===== src/rtl/cpu_pkg.sv =====
// Shared fetch-side definitions: fetch FSM states, default instruction width
// and the sequential fetch stride.
package cpu_pkg;
    typedef enum logic [1:0] {
        REQ   = 2'd0,
        WAIT  = 2'd1,
        DRAIN = 2'd2
    } fetch_state_t;

    localparam int INSTR_W   = 32;
    localparam int FETCH_INC = 4;
endpackage


===== src/rtl/instr_fifo.sv =====
// Power-of-two circular buffer with push, pop and clear; clear wins over both.
// The head entry is presented combinationally from the storage array.
module instr_fifo #(
    parameter int DEPTH = 4,
    parameter int WIDTH = 96,
    localparam int PTR_W = $clog2(DEPTH),
    localparam int CNT_W = $clog2(DEPTH) + 1
) (
    input  logic             clk,
    input  logic             rst_n,
    input  logic             clear,
    input  logic             push,
    input  logic [WIDTH-1:0] push_data,
    input  logic             pop,
    output logic [WIDTH-1:0] head_data,
    output logic [CNT_W-1:0] count
);
    logic [WIDTH-1:0] mem_r [DEPTH];
    logic [PTR_W-1:0] head_r;
    logic [PTR_W-1:0] tail_r;
    logic [CNT_W-1:0] count_r;
    logic             do_push_s;
    logic             do_pop_s;

    assign do_push_s = push && (count_r != CNT_W'(DEPTH));
    assign do_pop_s  = pop && (count_r != {CNT_W{1'b0}});
    assign head_data = mem_r[head_r];
    assign count     = count_r;

    // Pointer and occupancy bookkeeping; pointers wrap naturally at DEPTH.
    always_ff @(posedge clk or negedge rst_n) begin
        if (!rst_n) begin
            head_r  <= {PTR_W{1'b0}};
            tail_r  <= {PTR_W{1'b0}};
            count_r <= {CNT_W{1'b0}};
        end else if (clear) begin
            head_r  <= {PTR_W{1'b0}};
            tail_r  <= {PTR_W{1'b0}};
            count_r <= {CNT_W{1'b0}};
        end else begin
            if (do_push_s) begin
                tail_r <= tail_r + PTR_W'(1);
            end
            if (do_pop_s) begin
                head_r <= head_r + PTR_W'(1);
            end
            if (do_push_s && !do_pop_s) begin
                count_r <= count_r + CNT_W'(1);
            end else if (!do_push_s && do_pop_s) begin
                count_r <= count_r - CNT_W'(1);
            end
        end
    end

    // Entry storage; contents need no reset since occupancy gates visibility.
    always_ff @(posedge clk) begin
        if (do_push_s && !clear) begin
            mem_r[tail_r] <= push_data;
        end
    end
endmodule


===== src/rtl/prefetch_queue.sv =====
// Instruction prefetcher: single-outstanding fetch FSM feeding an instruction
// queue, with redirect flushing both the queue and any in-flight response.
module prefetch_queue
    import cpu_pkg::*;
#(
    parameter int DEPTH   = 4,
    parameter int ADDR_W  = 64,
    parameter int INSTR_W = cpu_pkg::INSTR_W
) (
    input  logic               clk,
    input  logic               reset,
    output logic               imem_req_valid,
    input  logic               imem_req_ready,
    output logic [ADDR_W-1:0]  imem_req_addr,
    input  logic               imem_resp_valid,
    input  logic [INSTR_W-1:0] imem_resp_data,
    input  logic               redirect,
    input  logic [ADDR_W-1:0]  redirect_addr,
    input  logic               stall,
    output logic               instr_valid,
    output logic [INSTR_W-1:0] instr_out,
    output logic [ADDR_W-1:0]  instr_addr
);
    localparam int CNT_W   = $clog2(DEPTH) + 1;
    localparam int ENTRY_W = INSTR_W + ADDR_W;

    fetch_state_t       state_r;
    logic [ADDR_W-1:0]  fetch_pc_r;
    logic [ADDR_W-1:0]  pend_addr_r;
    logic [CNT_W-1:0]   count_s;
    logic [ENTRY_W-1:0] head_s;
    logic               req_fire_s;
    logic               push_s;
    logic               pop_s;

    // Reset gates the request so nothing is offered while reset is held,
    // yet the first request appears in the very first cycle after release.
    assign imem_req_valid = reset && (state_r == REQ) && (count_s < CNT_W'(DEPTH)) && !redirect;
    assign imem_req_addr  = fetch_pc_r;
    assign req_fire_s     = imem_req_valid && imem_req_ready;
    assign push_s         = (state_r == WAIT) && imem_resp_valid && !redirect;
    assign pop_s          = instr_valid && !stall && !redirect;

    assign instr_valid = (count_s != {CNT_W{1'b0}});
    assign instr_out   = instr_valid ? head_s[ENTRY_W-1 -: INSTR_W] : {INSTR_W{1'b0}};
    assign instr_addr  = instr_valid ? head_s[ADDR_W-1:0] : {ADDR_W{1'b0}};

    instr_fifo #(
        .DEPTH (DEPTH),
        .WIDTH (ENTRY_W)
    ) u_fifo (
        .clk       (clk),
        .rst_n     (reset),
        .clear     (redirect),
        .push      (push_s),
        .push_data ({imem_resp_data, pend_addr_r}),
        .pop       (pop_s),
        .head_data (head_s),
        .count     (count_s)
    );

    // Fetch FSM and PC tracking; redirect overrides every other transition.
    always_ff @(posedge clk or negedge reset) begin
        if (!reset) begin
            state_r     <= REQ;
            fetch_pc_r  <= {ADDR_W{1'b0}};
            pend_addr_r <= {ADDR_W{1'b0}};
        end else begin
            case (state_r)
                REQ: begin
                    if (redirect) begin
                        fetch_pc_r <= redirect_addr;
                    end else if (req_fire_s) begin
                        pend_addr_r <= fetch_pc_r;
                        state_r     <= WAIT;
                    end
                end
                WAIT: begin
                    if (redirect) begin
                        fetch_pc_r <= redirect_addr;
                        state_r    <= imem_resp_valid ? REQ : DRAIN;
                    end else if (imem_resp_valid) begin
                        fetch_pc_r <= fetch_pc_r + ADDR_W'(FETCH_INC);
                        state_r    <= REQ;
                    end
                end
                DRAIN: begin
                    if (redirect) begin
                        fetch_pc_r <= redirect_addr;
                    end
                    if (imem_resp_valid) begin
                        state_r <= REQ;
                    end
                end
                default: begin
                    state_r <= REQ;
                end
            endcase
        end
    end
endmodule


===== config.mk =====
export PLATFORM = sky130hd
export DESIGN_NAME = prefetch_queue
export DESIGN_NICKNAME = d
export VERILOG_FILES = /design/src/rtl/cpu_pkg.sv /design/src/rtl/instr_fifo.sv /design/src/rtl/prefetch_queue.sv
export SDC_FILE = /design/constraint.sdc
export NUM_CORES = 1
export LEC_CHECK = 0
export BUFFER_PORTS_ARGS = -buffer_cell sky130_fd_sc_hd__buf_2
export CAP_MARGIN = 5
export CORE_MARGIN = 2
export CORE_UTILIZATION = 29
export CTS_BUF_LIST = sky130_fd_sc_hd__clkbuf_8
export DETAILED_ROUTE_END_ITERATION = 12
export GPL_ROUTABILITY_DRIVEN = 0
export PLACE_DENSITY_LB_ADDON = 0.08
export SLEW_MARGIN = 0
export SYNTH_ARGS = -nofsm -noshare
export SYNTH_HDL_FRONTEND = slang
export SYNTH_SLANG_ARGS = --single-unit
export TNS_END_PERCENT = 5

===== constraint.sdc =====
create_clock -name clk -period 5.5 [get_ports clk]
set_clock_uncertainty 0.05 [all_clocks]
set_input_delay 0.55 -clock clk [delete_from_list [all_inputs] [get_ports clk]]
set_output_delay 0.55 -clock clk [all_outputs]
set_load 0.005 [all_outputs]

## Word-level counts from Yosys, hierarchy flattened

Memory sizes are Yosys's and may differ from the RTL's.
Cells that the tools add are included.

- Register bits: 137
- Latch bits: 0
- Memory bits (writable): 384
- ROM bits: 0
- Input port bits: 102
- Output and inout bits: 162
- Logic and storage cells: 69
- Memories kept: 1

- Add/subtract/negate cells: 5
- $mul: 0
- Divide/modulo/power cells: 0
- $lt $le $gt $ge: 1
- Equality and inequality tests: 7
- Shift-type cells: 0
- Multiplexer cells: 21
- Bitwise gates (word level): 1
- Reduce and logical (&&, ||, !) cells: 27

Memories:

| name | words | width | read ports | clocked after Yosys merged registers in | wr ports | RTL line | text |
|---|---|---|---|---|---|---|---|
| u_fifo.mem_r | 4 | 96 | 1 | 0 | 1 | instr_fifo.sv:18 | `logic [WIDTH-1:0] mem_r [DEPTH];` |

Operators with widths:

| cell | count |
|---|---|
| $mux 64 | 4 |
| $pmux 64 s2 | 1 |
| $add 64x3->64 const B | 1 |
| $mux 32 | 1 |
| $mux 2 | 9 |
| $logic_and 1x1->1 | 13 |
| $mux 3 | 3 |
| $ne 3x3->1 const B | 2 |
| $pmux 2 s3 | 1 |
| $reduce_and 3->1 | 2 |
| $reduce_bool 2->1 | 3 |
| $reduce_bool 3->1 | 2 |
| $add 2x1->2 const B | 2 |
| $logic_not 1->1 | 4 |
| $ne 2x2->1 const B | 2 |
| $add 3x1->3 const B | 1 |
| $lt 3x3->1 const B | 1 |
| $sub 3x1->3 const B | 1 |
| $eq 2x1->1 const B | 1 |
| $eq 2x2->1 const B | 1 |
| $logic_not 2->1 | 1 |
| $mux 1 | 2 |
| $ne 2x1->1 const B | 1 |
| $reduce_and 2->1 | 1 |
| other kinds (2) | 2 |

## Longest topological paths before layout

- Depth in word-level cells: 9
- Depth in mapped cells: 10
- Mapped depth without buffers: 8

## Modules after synthesis

Synthesis repeated with hierarchy kept, for this count alone.

- Cells, all modules: 1352
- Area total of the unflattened synthesis: 21685.8 um2

Modules (own cells, without submodules):

| module | instances | cells an instance | area each (um2) | sequential area each (um2) |
|---|---|---|---|---|
| instr_fifo | 1 | 562 | 14393.8 | 11706.2 |
| prefetch_queue | 1 | 790 | 7292.0 | 3253.1 |

## Worst setup path after synthesis

No wires, ideal clock.

- Kind: in2reg
- From: input port redirect
- To: memory u_fifo.mem_r[0][0], enable pin
- Setup time: 0.466 ns
- Arrival time: 3.563 ns
- Required time: 4.984 ns
- Setup slack: 1.422 ns
- Stages on the path: 4
- Buffers on the path: 1
- Path through: nand4bb_1 > a31oi_1 > clkbuf_1 > and2_1

- Word-level cells in the longest chain between the ends: 6

Ends and longest elaborated chain:

| what | RTL line | text |
|---|---|---|
| from (decl) | prefetch_queue.sv:17 | `input logic redirect,` |
| $logic_not 1->1 (*) | instr_fifo.sv:57, prefetch_queue.sv:41 |  |
| $logic_and 1x1->1 | prefetch_queue.sv:41 | `assign push_s = (state_r == WAIT) && imem_resp_valid && !redirect;` |
| $logic_and 1x1->1 | instr_fifo.sv:25 | `assign do_push_s = push && (count_r != CNT_W'(DEPTH));` |
| $logic_and 1x1->1 (*) | instr_fifo.sv:57 | `if (do_push_s && !clear) begin` |
| $mux 1 (*) | instr_fifo.sv:57 |  |
| $mux 1 (not written as such) (*) | instr_fifo.sv:58 | `mem_r[tail_r] <= push_data;` |
| to (decl) | instr_fifo.sv:18 |  |

Every way passes the cells marked *; elsewhere a longest branch is shown, timed or not.

## Final worst setup path

- From: register u_fifo.head_r[0]
- To: output port instr_addr[61]

- Word-level cells in the longest chain between the ends: 2

Ends and longest elaborated chain:

| what | RTL line | text |
|---|---|---|
| from (decl) | instr_fifo.sv:19 | `logic [PTR_W-1:0] head_r;` |
| from (signal assigned) | instr_fifo.sv:33 | `head_r <= {PTR_W{1'b0}};` |
| from (signal assigned) | instr_fifo.sv:37 | `head_r <= {PTR_W{1'b0}};` |
| from (signal assigned) | instr_fifo.sv:45 | `head_r <= head_r + PTR_W'(1);` |
| $mem_v2 4x96 | n/a |  |
| $mux 64 | prefetch_queue.sv:46 | `assign instr_addr = instr_valid ? head_s[ADDR_W-1:0] : {ADDR_W{1'b0}};` |
| to (decl) | prefetch_queue.sv:22 | `output logic [ADDR_W-1:0] instr_addr` |

No other way between the ends.

==> results.cfg <==
[detailed_routing]
routed_wl_mm = 66.9
first_pass_iters = 5
vias = 13611
routed_via_density = 5.04
ant_nets = 0
first_iter_violations = 781
drc = 0
wire_per_inst_um = 24.8

[placement]
io_buffers = 263
placed_area_um2 = 24300
dpl.hpwl_mm = 43.3
post-place-ws_ps = 2090
dp_cells = 2516

[critical_path]
cp_cell_sequence = buf_4 -> mux4_2 -> and2_1 -> buf_2
rr_endpoint = u_fifo.mem_r[1][94]
max_stage_delay_ps = 1040
path_max_fanout = 40
start_kind = register
crit_path_top_delay_cell = dfrtp_4
r2r-start = state_r[0]
cp.required_ps = 4900
rr_worst_depth = 4
setup.worst_path.end_class = primary output
r2r_slack_ps = 2230
arrival_ps = 3190
critPathKind = register to primary output

[logic_synthesis]
synth.yosys.seq_area_share_pct = 68.6
ys_ff_latch = 521
synth-edff-count = 384
yosysWarnings = 0
synth_fp_nets = 1453
syn_inst = 1345
synth_top_flop_cell = edfxtp_1
synth_cell_types = 71
syn-cell-area_um2 = 21800
avgSynthCellArea_um2 = 16.2
async_flop_share_pct = 26.3

[run_status]
status = complete, no violations

[worst_hold_path]
hold_path_class = input port to register
hold-path-cell-count = 1
hold_end = u_fifo.mem_r[3][85]
worstHoldStart = imem_resp_data[21]

[global_routing]
grt_use_met2_pct = 27.6
grt_pass1_wl_mm = 98.2
use_met1_pct = 23.5
grt_pass1_vias = 14339
gr-usage-met3_pct = 3.96
grt_max_degree = 60
grt_util_all_layers_pct = 17.3
antenna_found_initial = 6
gr-total-overflow = 0
busiest_layer = met2

[layout]
fillers = 7200
finalNonFillerCells = 2701
final_util_pct = 35.1
syn_to_final_growth_pct = 20.1
final_cell_mix = edfxtp_1 (384), buf_2 (262), dfrtp_1 (135)
drive_gt1_share_pct = 34.4
final_common_cell = edfxtp_1
fin_nets = 1771
fin_area_um2 = 26200

[die]
die_area_um2 = 77400
io_pins = 264
die_w_um = 278
coreArea_um2 = 74400
start_util_pct = 29.3
rows = 100
die_y_um = 278

[power]
ir_worst_vdd_v = 0.000196
pwr_density_cell_nw_per_um2 = 424
p_leak_nw = 9.45
finalPower_mw = 11.1

[clock_tree]
clk_pin_slew_worst_paths_ps = 60
cts_setup_buffers = 0
cts_tree = built
cts_resized = 0
htreeDepth = 3
clockBufferDepth = 3
numCtsBuffers = 93
clock-sinks = 521
clkLatencyLatePin_ps = 690
cts-root-buf = clkbuf_8

[sta]
whs_ps = 65.0
setup_viol = 0
fin_crit_ps = 3790
timing.final.hold_violations = 0
slew_viol_final = 0
fin_crit_sh_pct = 68.8
fin_tns_setup_ps = 0
rsz0062_at_grt = false
worst_slew_pin_slew_ps = 1130
slew_headroom_pct = 24.9
fmax_ghz = 0.264
layout_setup_ws_ps = 1710

[flow_run]
drv_cap = 0
## logic make-up (layout without fill, tap and decap cells)
family	after synthesis	in the layout	synth area share [%]
xor gates and xnor gates	5	5	0.201
buffers and inverters	99	485	1.89
muxes	158	158	13.1
AOI/OAI and AO/OA	173	173	5.44
adders and majority gates	6	6	0.379
other	0	1	0
DFF	521	521	68.6
and+or+nand+nor	383	383	10.3
## registers in the layout (all words and copies together) (netlist names)
| name | count |
|---|---|
| state_r | 2 |
| imem_req_addr | 64 |
| u_fifo.head_r | 2 |
| u_fifo.count | 3 |
| pend_addr_r | 64 |
| u_fifo.tail_r | 2 |
| u_fifo.mem_r | 384 |
## worst max path at each step
| stage | depth (start not counted) | from | endpoint |
|---|---|---|---|
| after floorplan | 4 | redirect | u_fifo.mem_r[0][0] |
| final | 4 | u_fifo.head_r[0] | instr_addr[61] |
| after global routing | 4 | u_fifo.head_r[0] | instr_addr[61] |
| after detailed placement | 5 | redirect | u_fifo.mem_r[0][46] |
| after CTS | 4 | u_fifo.head_r[0] | instr_addr[61] |
| after global placement | 5 | redirect | u_fifo.mem_r[0][46] |
## final cells by class
| type | count | area (µm²) | share of cell area (%) |
|---|---|---|---|
| inverters | 12 | 45.0 | 0.172 |
| clock inverters | 63 | 317 | 1.21 |
| flip-flops and latches | 521 | 15000 | 57.2 |
| well taps | 969 | 1210 | 4.63 |
| clock buffers | 100 | 1380 | 5.26 |
| repair buffers | 310 | 1780 | 6.79 |
| diodes | 1 | 2.50 | 0.00956 |
| multi-input cells | 725 | 6470 | 24.7 |
## metal layers
metal | routed length [µm] | vias to the layer above
met5 | 0 | -
met4 | 1590 | 0
met3 | 3850 | 107
met2 | 31500 | 464
met1 | 30000 | 7069
li1 | - | 5971
## where the power goes
part	internal (mW)	switching [mW]	total, mW	leakage (nW)
Sequential	4.86	0.622	5.48	5.09
Combinational	1.14	1.13	2.27	3.36
Clock	1.72	1.62	3.34	1.00
## cell usage after synthesis (8+ instances only)
| master | n | share of area, % |
|---|---|---|
| and3_1 | 12 | 0.34 |
| and4_1 | 8 | 0.32 |
| nand2_1 | 60 | 1.0 |
| and2_1 | 109 | 3.1 |
| or3_1 | 11 | 0.32 |
| a21oi_1 | 41 | 0.94 |
| or4_1 | 10 | 0.34 |
| o211ai_1 | 10 | 0.34 |
| inv_1 | 12 | 0.21 |
| mux2_2 | 60 | 3.1 |
| clkbuf_1 | 52 | 0.90 |
| buf_2 | 26 | 0.60 |
| edfxtp_1 | 384 | 53 |
| nor3_1 | 18 | 0.41 |
| nand4_1 | 28 | 0.80 |
| a31oi_1 | 10 | 0.29 |
| a32oi_1 | 15 | 0.60 |
| o21ai_0 | 29 | 0.67 |
| nor2_1 | 46 | 0.79 |
| mux4_2 | 96 | 9.9 |
| dfrtp_1 | 137 | 16 |
| nand3_1 | 40 | 0.92 |
| a22oi_1 | 8 | 0.28 |
## repair_timing
action / CTS / global route
setup endpoints to repair: 0 / 0
hold endpoints to repair: 102 / 0
hold buffers: 21 / 0
## worst max-delay path, delay by kind of cell, from the launching register on
kind	cells	cell delay [ps]
DFF	1	1040
buffers and inverters	2	700
muxes	1	570
and+or+nand+nor	1	190
(Power assumes the default switching activity.)
